$ cat config.mk
export PLATFORM = sky130hd
export DESIGN_NAME = cmd_stream_arbiter
export DESIGN_NICKNAME = d
export VERILOG_FILES = /design/src/rtl/cmd_stream_arbiter.sv
export SDC_FILE = /design/constraint.sdc
export NUM_CORES = 1
export LEC_CHECK = 0
export BUFFER_PORTS_ARGS = -buffer_cell sky130_fd_sc_hd__buf_2
export CORE_MARGIN = 2
export CORE_UTILIZATION = 37
export CTS_CLUSTER_DIAMETER = 50
export DETAILED_ROUTE_END_ITERATION = 8
export GPL_TIMING_DRIVEN = 0
export PLACE_DENSITY_LB_ADDON = 0.05
export SYNTH_ARGS = -nofsm -noshare
export SYNTH_HDL_FRONTEND = slang
export SYNTH_SLANG_ARGS = --single-unit
$ cat constraint.sdc
create_clock -name clk -period 1.75 [get_ports clk]
set_input_delay 0.35 -clock clk [delete_from_list [all_inputs] [get_ports clk]]
set_output_delay 0.35 -clock clk [all_outputs]
set_load 0.02 [all_outputs]
$ cat src/rtl/cmd_stream_arbiter.sv
// Frame-granular arbiter feeding one controller command byte stream from two sources.
// Optional stall watchdog is compiled in with `define CMD_ARB_WATCHDOG_EN.
module cmd_stream_arbiter #(
  parameter int TIMEOUT_CYCLES = 65535
) (
  input  logic       clk,
  input  logic       reset,
  input  logic [7:0] src0_byte,
  input  logic       src0_valid,
  input  logic       src0_last,
  output logic       src0_next,
  input  logic [7:0] src1_byte,
  input  logic       src1_valid,
  input  logic       src1_last,
  output logic       src1_next,
  output logic [7:0] out_byte,
  output logic       out_ready,
  input  logic       ctrl_next,
  output logic       ctrl_reset,
  output logic [1:0] grant,
  output logic       timeout
);

  typedef enum logic {IDLE, GRANT} state_t;

  state_t     state;
  logic       hold_last;
  logic       rr_ptr;

  logic       pick;
  logic [7:0] pick_byte;
  logic       pick_last;
  logic       owner;
  logic       own_valid;
  logic [7:0] own_byte;
  logic       own_last;

  generate
    if (TIMEOUT_CYCLES < 1) begin : g_bad_timeout
      $error("TIMEOUT_CYCLES must be at least 1");
    end
  endgenerate

`ifdef CMD_ARB_WATCHDOG_EN
  localparam int CW = $clog2(TIMEOUT_CYCLES + 1);
  logic [CW-1:0] wd_count;
`endif

  // Arbitration choice in IDLE, and the granted source's signals in GRANT.
  always_comb begin
    pick      = (src0_valid && src1_valid) ? rr_ptr : ~src0_valid;
    pick_byte = pick ? src1_byte : src0_byte;
    pick_last = pick ? src1_last : src0_last;
    owner     = grant[1];
    own_valid = owner ? src1_valid : src0_valid;
    own_byte  = owner ? src1_byte  : src0_byte;
    own_last  = owner ? src1_last  : src0_last;
  end

  always_ff @(posedge clk or posedge reset) begin
    if (reset) begin
      state      <= IDLE;
      hold_last  <= 1'b0;
      rr_ptr     <= 1'b0;
      grant      <= 2'b00;
      out_byte   <= 8'h00;
      out_ready  <= 1'b0;
      src0_next  <= 1'b0;
      src1_next  <= 1'b0;
      timeout    <= 1'b0;
      ctrl_reset <= 1'b0;
`ifdef CMD_ARB_WATCHDOG_EN
      wd_count   <= '0;
`endif
    end else begin
      src0_next  <= 1'b0;
      src1_next  <= 1'b0;
      timeout    <= 1'b0;
      ctrl_reset <= 1'b0;
`ifdef CMD_ARB_WATCHDOG_EN
      wd_count   <= '0;
`endif
      case (state)
        IDLE: begin
          if (src0_valid || src1_valid) begin
            state     <= GRANT;
            grant     <= pick ? 2'b10 : 2'b01;
            out_byte  <= pick_byte;
            hold_last <= pick_last;
            out_ready <= 1'b1;
            if (pick) src1_next <= 1'b1;
            else      src0_next <= 1'b1;
          end
        end
        GRANT: begin
          if (out_ready) begin
            // Sources are not sampled while the hold is full, so a load never races ctrl_next.
            if (ctrl_next) begin
              out_ready <= 1'b0;
              if (hold_last) begin
                state  <= IDLE;
                grant  <= 2'b00;
                rr_ptr <= ~owner;
              end
            end
          end else if (own_valid) begin
            out_byte  <= own_byte;
            hold_last <= own_last;
            out_ready <= 1'b1;
            if (owner) src1_next <= 1'b1;
            else       src0_next <= 1'b1;
          end else begin
`ifdef CMD_ARB_WATCHDOG_EN
            if (wd_count == CW'(TIMEOUT_CYCLES - 1)) begin
              state      <= IDLE;
              grant      <= 2'b00;
              rr_ptr     <= ~rr_ptr;
              timeout    <= 1'b1;
              ctrl_reset <= 1'b1;
            end else begin
              wd_count <= wd_count + CW'(1);
            end
`endif
          end
        end
        default: state <= IDLE;
      endcase
    end
  end

endmodule

==> impl_metrics.tcl <==
set metrics [dict create \
    grt_setup_unrepaired "false" \
    vias 997 \
    fill_cells 298 \
    reg2reg_depth 5 \
    h-tree-depth 1 \
    r2r_end "hold_last" \
    grt-ovfl-total 0 \
    skew_ns 0.005701 \
    drive_gt1_share_pct 39.58 \
    start_util_pct 39.14 \
    min_period_over_period_pct 80.43 \
    yosysSeqAreaShare_pct 36.78 \
    wl_met2_microns 1408 \
    cap_violations 0 \
    syn_inst 107 \
    layout_commonest_cell "buf_2" \
    tns_ns 0 \
    hold_violations 0 \
    place_hpwl_microns 2027 \
    grt_pass1_vias 970 \
    post-cts-setup-buffers 0 \
    crit_path_start_kind "flip-flop" \
    final_nets 169 \
    clock.fmax_mhz 710.5 \
    async_flop_share_pct 100.0 \
    clock_latency_ns 0.29 \
    final_antenna_net_count 0 \
    syn_area_sq_um 1089 \
    slew_violations 0 \
    status "completed" \
    area_growth_pct 21.15 \
    slew_headroom_pct 55.78 \
    dr.pass1.iters 4 \
    cts_buffers 3 \
    antenna_found_initial 0 \
    fp.dieW_microns 58.24 \
    yosysUniqueCellTypes 34 \
    critPathBufInv 2 \
    core_sq_um 2781 \
    gp_congestion 0.7499 \
    crit_cells 5 \
    post_cts_resized 0 \
    vdd_drop_max_uv 785.1 \
    diodes 0 \
    wl_met1_microns 1277 \
    wl_met3_microns 150 \
    cts.hold.buffers_added 0 \
    drc 0 \
    synth_top_flop_cell "dfrtp_1" \
    setup_viol 0 \
    critPathTopFamily "flip-flops" \
    cp_data_required_time_ns 1.91 \
    cts_max_path_buffers 2 \
    hp-class "in2async" \
    hold_ws_ns 0.1297 \
    cts_root_buf "clkbuf_4" \
    power.static_leakage_uw 0.0005948 \
    clk_pin_slew_ns 0.11 \
    avgSynthCellArea_sq_um 10.17 \
    vias_per_cell 5.697 \
    tightestPinTransition_ns 0.6626 \
    p_per_area_nw_per_um2 1646 \
    die_area_sq_um 3392 \
    r2r-start "grant[1]" \
    yosysWarnings 0 \
    cp_max_fo 10 \
    routed.top_layer "met4" \
    grt_pass1_wl_microns 4478 \
    total_power_uw 2170 \
    crit_start "grant[1]" \
    critPathCaptureType "flip-flop" \
    grt_max_degree 17 \
    cts_tree "done" \
    routedWlPerCell_microns 16.32 \
    num_rows 19 \
    die_y_microns 58.24 \
    io_pins 38 \
    slowest_delay_ns 0.39 \
    slowest_stage "dfrtp_1" \
    ys_ff_latch 16 \
    cts_sinks 16 \
    cp_cell_sequence "buf_4 -> buf_6 -> mux2_4 -> a32oi_1 -> a31oi_1" \
    path_class "reg2reg" \
    wl_microns 2856 \
    fin_crit_ns 1.407 \
    track_usage_pct 17.51 \
    synth_edf_count 0 \
    drtIter0Drc 22 \
    reg2reg_slack_ns 0.34 \
    numPortBuffers 33 \
    arrival_ns 1.57 \
    mostFrequentLayoutCells "35 x buf_2, 16 x dfrtp_1" \
]
power breakdown:
part	switching (uW)	internal (uW)
Combinational	771	547
Sequential	94.6	546
Clock	132	80.0
Total	997	1170
kinds of logic after synthesis:
kind of cell,synth area share [%]
simple gates,13.10
flops,36.78
compound gates,27.93
mux,13.22
other cells,0.3445
buf+inv,8.621
state kept, by name, indices dropped and copies added (netlist names):
name,count
hold_last,1
src0_next,1
out_ready,1
rr_ptr,1
state,1
src1_next,1
grant,2
out_byte,8
cell usage after synthesis (2+ instances only):
cell type	instances	share of area, %
a211oi_1	8	5.5
a21oi_1	4	1.8
a31oi_1	8	4.6
a32oi_1	8	6.4
and2_1	3	1.7
buf_2	2	0.92
buf_4	5	3.4
buf_6	2	2.1
clkbuf_1	3	1.0
dfrtp_1	16	37
inv_1	2	0.69
mux2_2	3	3.1
mux2_4	6	8.3
mux2i_1	2	1.8
nand2_1	4	1.4
nand3_1	2	0.92
nand3b_1	8	5.5
nor2_1	2	0.69
nor2b_1	3	1.7
o21ai_1	2	0.92
cell type report:
| type | count | area (sq um) | area share (%) |
|---|---|---|---|
| clock buffer | 3 | 22.52 | 1.708 |
| multi-input combinational | 77 | 598.1 | 45.35 |
| tap | 31 | 38.79 | 2.941 |
| sequential | 16 | 400.4 | 30.36 |
| buffer | 13 | 86.33 | 6.547 |
| inverter | 2 | 7.507 | 0.5693 |
| timing repair buffer | 33 | 165.2 | 12.52 |
worst max-delay path by stage:
stage / to
3_3_place_gp: out_byte[3]
3_5_place_dp: hold_last
2_1_floorplan: hold_last
4_1_cts: hold_last
5_1_grt: out_byte[4]
6_report: hold_last
metal layers:
| metal | GRT usage [%] | vias to the layer above |
|---|---|---|
| met5 | 0 | - |
| met4 | 5.980 | 0 |
| met3 | 2.009 | 2 |
| met2 | 30.03 | 31 |
| met1 | 22.81 | 480 |
| li1 | - | 484 |
metrics by stage:
step	std cells	utilization, %	area, sq um	setup slack [ns]
after floorplan	108	-	1092	0.3265
after global placement	172	46.60	1296	0.3714
after detailed placement	172	46.60	1296	0.3558
after CTS	175	47.41	1319	0.3382
after global routing	175	47.41	1319	0.2513
final	175	47.41	1319	0.3425
Power figures use the tool's default switching activity.
